$ cat src/rtl/sys_defs.sv
// Shared processor definitions: data width, ROB sizing, the CDB broadcast
// packet and the functional-unit result record.
package sys_defs;

  localparam int XLEN      = 32;
  localparam int ROB_SIZE  = 16;
  localparam int ROB_TAG_W = $clog2(ROB_SIZE);

  typedef struct packed {
    logic                 valid;
    logic [ROB_TAG_W-1:0] Tag;
    logic [XLEN-1:0]      Value;
    logic                 take_branch;
  } CDB_PACKET;

  typedef struct packed {
    logic                 valid;
    logic [ROB_TAG_W-1:0] Tag;
    logic [XLEN-1:0]      Value;
    logic                 take_branch;
  } FU_RESULT;

endpackage

$ cat src/rtl/cdb_arbiter_rr.sv
// Stateless round-robin selector: grants the first requester at or after
// ptr, wrapping modulo N. The pointer register lives in the caller.
module rr_arbiter #(
  parameter int N     = 3,
  parameter int PTR_W = 2
) (
  input  logic [N-1:0]     req,
  input  logic [PTR_W-1:0] ptr,
  output logic [N-1:0]     gnt
);

  // Scan N positions starting at ptr; the first active request wins.
  always_comb begin
    logic found;
    int   idx;
    gnt   = '0;
    found = 1'b0;
    idx   = 0;
    for (int k = 0; k < N; k++) begin
      idx      = (int'(ptr) + k) % N;
      gnt[idx] = gnt[idx] | (req[idx] & ~found);
      found    = found | req[idx];
    end
  end

endmodule

$ cat src/rtl/cdb_arbiter.sv
// Common data bus arbiter. Each functional unit deposits its result into a
// private one-entry buffer; one buffered result per cycle is broadcast on the
// registered CDB. Taken-branch results jump the round-robin queue so that
// mispredict recovery starts as early as possible.
// Optional build macro: CDB_ARB_STATS_EN adds grant and conflict counters.
module cdb_arbiter
  import sys_defs::*;
#(
  parameter int NUM_FU = 3,
  parameter int TAG_W  = $clog2(ROB_SIZE)
) (
  input  logic                          clock,
  input  logic                          reset,
  input  logic                          flush,
  input  logic [NUM_FU-1:0]             fu_valid,
  input  logic [NUM_FU-1:0][TAG_W-1:0]  fu_tag,
  input  logic [NUM_FU-1:0][XLEN-1:0]   fu_value,
  input  logic [NUM_FU-1:0]             fu_take_branch,
  output logic [NUM_FU-1:0]             fu_ready,
  output CDB_PACKET                     cdb_packet
`ifdef CDB_ARB_STATS_EN
  ,
  output logic [NUM_FU-1:0][31:0]       grant_count,
  output logic [31:0]                   conflict_cycles
`endif
);

  localparam int PTR_W = (NUM_FU > 1) ? $clog2(NUM_FU) : 1;

  FU_RESULT          hold [NUM_FU];
  logic [NUM_FU-1:0] hold_valid;
  logic [NUM_FU-1:0] hold_br;
  logic [NUM_FU-1:0] rr_gnt;
  logic [NUM_FU-1:0] br_gnt;
  logic [NUM_FU-1:0] grant;
  logic              any_grant;
  logic [PTR_W-1:0]  rr_ptr;
  logic [PTR_W-1:0]  win_idx;
  logic [PTR_W-1:0]  next_ptr;

  // Flatten buffer status bits for the selectors.
  always_comb begin
    hold_valid = '0;
    hold_br    = '0;
    for (int i = 0; i < NUM_FU; i++) begin
      hold_valid[i] = hold[i].valid;
      hold_br[i]    = hold[i].valid & hold[i].take_branch;
    end
  end

  rr_arbiter #(
    .N     (NUM_FU),
    .PTR_W (PTR_W)
  ) u_rr (
    .req (hold_valid),
    .ptr (rr_ptr),
    .gnt (rr_gnt)
  );

  // Taken-branch results win outright, lowest index first.
  always_comb begin
    logic found;
    br_gnt = '0;
    found  = 1'b0;
    for (int i = 0; i < NUM_FU; i++) begin
      br_gnt[i] = hold_br[i] & ~found;
      found     = found | hold_br[i];
    end
  end

  // Final one-hot grant, its index, and the pointer that follows it.
  always_comb begin
    grant     = (|br_gnt) ? br_gnt : rr_gnt;
    any_grant = |grant;
    win_idx   = '0;
    for (int i = 0; i < NUM_FU; i++) begin
      win_idx = grant[i] ? PTR_W'(i) : win_idx;
    end
    if (int'(win_idx) == NUM_FU - 1) begin
      next_ptr = '0;
    end else begin
      next_ptr = win_idx + 1'b1;
    end
  end

  // A buffer can accept when empty or when it is being drained this cycle;
  // nothing is accepted during a squash.
  always_comb begin
    if (flush) begin
      fu_ready = '0;
    end else begin
      fu_ready = ~hold_valid | grant;
    end
  end

  // Result buffers, round-robin pointer and the registered broadcast.
  always_ff @(posedge clock) begin
    if (reset) begin
      for (int i = 0; i < NUM_FU; i++) begin
        hold[i] <= '0;
      end
      cdb_packet <= '0;
      rr_ptr     <= '0;
    end else if (flush) begin
      for (int i = 0; i < NUM_FU; i++) begin
        hold[i].valid <= 1'b0;
      end
      cdb_packet.valid <= 1'b0;
    end else begin
      for (int i = 0; i < NUM_FU; i++) begin
        if (fu_valid[i] && fu_ready[i]) begin
          hold[i].valid       <= 1'b1;
          hold[i].Tag         <= fu_tag[i];
          hold[i].Value       <= fu_value[i];
          hold[i].take_branch <= fu_take_branch[i];
        end else if (grant[i]) begin
          hold[i].valid <= 1'b0;
        end
      end
      if (any_grant) begin
        cdb_packet.valid       <= 1'b1;
        cdb_packet.Tag         <= hold[win_idx].Tag;
        cdb_packet.Value       <= hold[win_idx].Value;
        cdb_packet.take_branch <= hold[win_idx].take_branch;
        rr_ptr                 <= next_ptr;
      end else begin
        cdb_packet.valid <= 1'b0;
      end
    end
  end

`ifdef CDB_ARB_STATS_EN
  function automatic int count_ones(input logic [NUM_FU-1:0] v);
    int n;
    n = 0;
    for (int i = 0; i < NUM_FU; i++) begin
      n = n + int'(v[i]);
    end
    return n;
  endfunction

  // Broadcast and contention statistics; a squash does not disturb them.
  always_ff @(posedge clock) begin
    if (reset) begin
      grant_count     <= '0;
      conflict_cycles <= 32'd0;
    end else begin
      if (any_grant && !flush) begin
        grant_count[win_idx] <= grant_count[win_idx] + 32'd1;
      end
      if (count_ones(hold_valid) >= 2) begin
        conflict_cycles <= conflict_cycles + 32'd1;
      end
    end
  end
`endif

endmodule
$ cat config.mk
export PLATFORM = sky130hd
export DESIGN_NAME = cdb_arbiter
export DESIGN_NICKNAME = d
export VERILOG_FILES = /design/src/rtl/sys_defs.sv /design/src/rtl/cdb_arbiter_rr.sv /design/src/rtl/cdb_arbiter.sv
export SDC_FILE = /design/constraint.sdc
export NUM_CORES = 1
export LEC_CHECK = 0
export CORE_MARGIN = 1.5
export CORE_UTILIZATION = 50
export CTS_CLUSTER_SIZE = 40
export DETAILED_ROUTE_END_ITERATION = 12
export GPL_ROUTABILITY_DRIVEN = 0
export PLACE_DENSITY = 0.81
export SYNTH_ARGS = -nofsm -noshare
export SYNTH_HDL_FRONTEND = slang
export SYNTH_HIERARCHICAL = 1
export SYNTH_SLANG_ARGS = --single-unit
$ cat constraint.sdc
create_clock -name clock -period 3.8 [get_ports clock]
set_input_delay 1.14 -clock clock [delete_from_list [all_inputs] [get_ports clock]]
set_output_delay 1.14 -clock clock [all_outputs]
set_load 0.02 [all_outputs]
==> metrics.txt <==
Slew Viols, Final 0; Final Hold Fails 0; critical path capture point type output pin; Slew headroom 45.2%; vias 5003; Layout area overhead 37.2%; vias in the first global route 5157; most common cell in the netlist edfxtp_1; WS Path Type reg2out; # diodes 0; final worst path period need 3.66 ns; GRT Overall Usage 24.0%; die area 13900 sq um; PD cells 623 nW/um^2; CP arrival 2.52 ns; Max Cap Viol 0; status completed; port bufs 157; EDFF count, synth 113; sequential area share after synthesis 63.7%; CTS tree done; area leader, netlist edfxtp_1; DRC violations left 0; final cell count without fillers 914; post-synth top area share 51.3%; largest net degree at the start of global routing 47; most frequent cells after synthesis edfxtp_1, nor2b_1, nor2_1; first-pass GRT wire length 25800 microns; Die Ht 118 microns; TritonCTS buffer count 17; Layout Nets 849; worst slew pin tran 0.817 ns; synthesized area per cell 11.7 sq um; Req. time, crit path 2.66 ns; Initial Util 51.8%; cell area after synthesis 6610 sq um; path depth of the worst reg2reg path 12; row cnt 41; layout cell share with drive strength beyond 1 9.84%; initial antenna violation count 0; Worst Hold Depth 2; fin crit share 96.3%; Final setup viols 0; DRT iter0 DRCs 387; Static Leakage 3.31 nW; remaining antenna violation count 0; Worst Hold Launch cdb_packet[5]; worst-skew pair later-pin latency 0.41 ns; Core ar. 12800 sq um; type of the worst min-delay path reg2reg; CTS clk-pin slew, worst paths 0.06 ns; Detailed Place HPWL 11200 microns; die width 118 microns; Synth warnings 6; GR Overflow Total 0; Synth area leaders edfxtp_1, dfxtp_1, nor2b_1, and2_1, o31ai_1; RSZ-0062 raised after global routing false; Max IR drop VDD 306 uV; FF+latch count, synth 154; clk buf depth 2; drt wl/cell 17.9 microns; Synth Instances 567; vias per inst 5.47; hold bufs inserted after CTS 0; FFs w/ async S/R, synth 0%; Synth Net Count 687; reg-to-reg startpoint rr_ptr[0]; Max Clk Rate 0.273 GHz; Ports 158; setup TNS 0 ns; CTS Sinks 154; Startpoint Class flip-flop; H-tree depth 4; clock root cell clkbuf_16; crit path max fanout 8; drt first pass iters 5; Routed WL 16300 microns; Main synth FF type edfxtp_1; Post-Place Cells 881; Setup crit start rr_ptr[0]; Synth cell types 46; Final Skew 0.00809 ns
-- worst paths after layout --
| check | endpoint | slack (ns) |
|---|---|---|
| worst max register to register | hold[2][26] | 0.55 |
| worst min register to register | cdb_packet[5] | 0.45 |
| worst min-delay path | cdb_packet[5] | 0.45 |
| worst max-delay path | fu_ready[0] | 0.14 |
-- worst max-delay path, stage by stage, from the launching register on --
cell	delay (ns)
dfxtp_2	0.36
inv_1	0.05
ha_2	0.35
nand2b_1	0.20
o21ai_1	0.14
a21oi_1	0.09
a31oi_2	0.23
nand3_1	0.16
a31oi_2	0.24
clkdlybuf4s15_2	0.28
-- per-stage QoR --
step	utilization (%)	instance area, sq um	setup WS [ns]	hold slack (ns)	total power, mW
final	71.0	9070	0.141	0.450	5.65
after global routing	71.0	9070	0.0129	0.478	5.88
after CTS	70.9	9060	0.0155	0.456	5.63
after detailed placement	65.8	8400	0.0327	0.441	3.87
after global placement	65.8	8400	0.157	0.435	3.80
after floorplan	-	6610	0.530	0.439	3.18
-- final cells by class --
class / instances / area (sq um)
Multi-Input combinational cell: 374 / 2230
Sequential cell: 154 / 4220
Tap cell: 172 / 215
Fill cell: 887 / 3700
Clock inverter: 9 / 93.8
Clock buffer: 23 / 554
Timing Repair Buffer: 175 / 1740
Inverter: 7 / 26.3
-- power breakdown --
group / internal [mW] / switching, mW
logic: 0.686 / 0.966
clock network: 1.11 / 0.664
registers: 2.09 / 0.138
total: 3.88 / 1.77
-- per-layer routing --
layer / up-vias / wire, microns / part of all wire [%] / track usage, %
li1: 2356 / - / - / -
met1: 2385 / 6470 / 40 / 29.6
met2: 231 / 8400 / 51 / 41.5
met3: 31 / 1090 / 6.7 / 4.26
met4: 0 / 379 / 2.3 / 10.3
met5: - / 0 / 0 / 0
-- flip-flops by register name, indices dropped and copies added, names as in the netlist --
register and count:
hold 114, cdb_packet 38, rr_ptr 2
-- kinds of logic after synthesis --
kind of cell / after synthesis / share of synthesized area (%)
flops: 154 / 63.7
compound gates: 138 / 13.6
fa+ha+maj: 3 / 0.568
buf+inv: 39 / 3.10
mux: 2 / 0.322
simple gates: 231 / 18.7
-- timing repair --
| item | CTS | global route |
|---|---|---|
| gates cloned | 0 | 0 |
| setup endpoints to repair | 3 | 25 |
| setup buffers | 0 | 1 |
| gates resized for setup | 8 | 8 |
-- cells in the final DEF, fill, tap and decap left out, types with 2 or more instances in the layout --
master / synthesis / layout
a211oi_1: 3 / 3
a21o_2: 0 / 2
a21oi_1: 35 / 35
a21oi_2: 3 / 2
a221oi_1: 9 / 9
a22o_1: 10 / 10
a311oi_1: 2 / 2
a31oi_1: 5 / 3
a31oi_2: 0 / 2
and2_1: 40 / 40
buf_12: 0 / 3
buf_4: 5 / 15
clkbuf_16: 0 / 22
clkbuf_2: 3 / 2
clkdlybuf4s50_1: 0 / 154
clkinv_4: 0 / 5
dfxtp_1: 41 / 40
edfxtp_1: 113 / 113
ha_1: 3 / 2
inv_1: 7 / 7
nand2_1: 35 / 35
nand2b_1: 6 / 6
nand3_1: 4 / 4
nor2_1: 50 / 49
nor2b_1: 76 / 76
nor3_1: 11 / 10
o21ai_0: 31 / 30
o21ai_1: 2 / 3
o31ai_1: 27 / 27
No activity file was read; power rests on OpenSTA's default activity.
==> edit (same settings) <==
Set the parameter `NUM_FU` to 2 (it was 3).
--- a/src/rtl/cdb_arbiter.sv
+++ b/src/rtl/cdb_arbiter.sv
@@ -6,7 +6,7 @@
 module cdb_arbiter
   import sys_defs::*;
 #(
-  parameter int NUM_FU = 3,
+  parameter int NUM_FU = 2,
   parameter int TAG_W  = $clog2(ROB_SIZE)
 ) (
   input  logic                          clock,
Interface: changed (5 resized); port bits go from 158 to 119. No check against the original RTL was run, so the function may have changed too.
==> edit against the unedited design <==
Power down 36%; register-to-register slack better by 0.75 ns; sequential cell count down 39; area after synthesis is 28% lower; count of clock-buffer cells in the layout shrank 5; worst setup slack better by 0.055 ns; cell area is 27% lower; first-iteration DRC count down 73%; critical path type unchanged; core utilization rose by 1.1 points; die area decreased by 28%; largest cell class unchanged; critical endpoint unchanged; routed wire length shrank 39%; critical path depth is 5 lower.
==> edit: results (changes against the unedited design) <==
wl_met2_mm: 5.13  # was 8.40 mm
placedCellCount: 594  # was 881
grt_pass1_vias: 3231  # was 5157
holdWs_ns: 0.489  # was 0.450 ns
slew_headroom_pct: 54.5  # was 45.2%
grt.met1_usage_pct: 24.7  # was 29.6%
hold_start: "rr_ptr"  # was cdb_packet[5]
cts_sinks: 115  # was 154
seq_area_share_pct: 45.8  # was 46.5%
whs_endpoint: "rr_ptr"  # was cdb_packet[5]
grt_pass1_wl_mm: 15.8  # was 25.8 mm
reg.largest.list: "hold: 76 flops, cdb_packet: 38 flops, rr_ptr: 1 flops"  # was hold: 114 flops, cdb_packet: 38 flops, rr_ptr: 2 flops
p_leak_nw: 2.56  # was 3.31 nW
crit_slowest_cell: "clkdlybuf4s50_1"  # was dfxtp_2
drt_iter0_markers: 105  # was 387
dr.pass1.iters: 4  # was 5
crit-reg2reg-launch: "hold[1][37]"  # was rr_ptr[0]
cp_slowest_stage_delay_ns: 0.64  # was 0.36 ns
dr_wl_met3_um: 666  # was 1.09 mm
synth_area_leaders: "edfxtp_1, dfxtp_1, o221a_1"  # was edfxtp_1, dfxtp_1, nor2b_1
fmaxAchievable_mhz: 277  # was 273 MHz
hpwlAfterDp_mm: 6.54  # was 11.2 mm
fillerInstances: 640  # was 887
crit_start: "hold[0][37]"  # was rr_ptr[0]
ys_types: 34  # was 46
grtUsageMet3_pct: 5.13  # was 4.26%
drive_above_1_share_pct: 17.9  # was 9.84%
r2r_slack_ns: 1.30  # was 0.55 ns
pre_cts_ws_ns: 0.222  # was 0.0327 ns
cts-root-buf: "clkbuf_8"  # was clkbuf_16
fin_nets: 563  # was 849
crit_family: "compound AO/OA/AOI/OAI gates"  # unchanged
status: "complete, no violations"  # unchanged
yosysSeqAreaShare_pct: 64.3  # was 63.7%
n_all_buffers: 127  # was 175
vias_per_cell: 5.09  # was 5.47
skew_ns: 0.00754  # was 0.00809 ns
worstPathMaxFanout: 9  # was 8
place_area_mm2: 0.00605  # was 0.00840 mm2
drt-met1-wl_mm: 4.06  # was 6.47 mm
cts.htree.levels: 4  # unchanged
reg2reg_to: "hold[1][1]"  # was hold[2][26]
max-vdd-ir-drop_mv: 0.373  # was 0.306 mV
worstRegToRegCells: 5  # was 12
cp_data_arrival_time_ns: 2.46  # was 2.52 ns
syn_avg_cell_area_um2: 13.1  # was 11.7 um2
multi_input_area_share_pct: 21.4  # was 24.6%
synthToLayoutAreaGrowth_pct: 40.3  # was 37.2%
portBuffers: 118  # was 157
nClkBuffers: 18  # was 23
netlist_top_cells_count: "edfxtp_1, and2_1, a21oi_1"  # was edfxtp_1, nor2b_1, nor2_1
grt.total_usage_pct: 21.1  # was 24.0%
syn_nets: 441  # was 687
utilization_pct: 72.1  # was 71.0%
layout.area.seq_mm2: 0.00305  # was 0.00422 mm2
wirelength_mm: 10.0  # was 16.3 mm
use_met2_pct: 36.7  # was 41.5%
clk_share_pct: 9.11  # was 7.14%
inv_count: 39  # was 7
-- edit: changes by cell type after synthesis, moves of 30 or more --
cell      before  now
nor2b_1       76    1
nor2_1        50    4
nand2_1       35    2
o21ai_0       31    1
inv_1          7   39
and2_4         0   31
edfxtp_1     113   75
-- edit: power by group --
| part | total, mW | leakage [nW] | internal, mW | switching (mW) |
|---|---|---|---|---|
| Sequential | 1.50 | 1.12 | 1.45 | 0.0509 |
| Combinational | 0.485 | 1.15 | 0.256 | 0.229 |
| Clock | 1.60 | 0.288 | 1.02 | 0.580 |
| Total | 3.59 | 2.56 | 2.73 | 0.859 |
-- edit: logic make-up after synthesis --
kind of cell | Yosys count | share of synthesized area [%]
AND/OR/NAND/NOR | 92 | 13.6
multiplexers | 1 | 0.211
flip-flops | 115 | 64.3
AO/OA/AOI/OAI | 91 | 15.6
buffers and inverters | 63 | 6.24
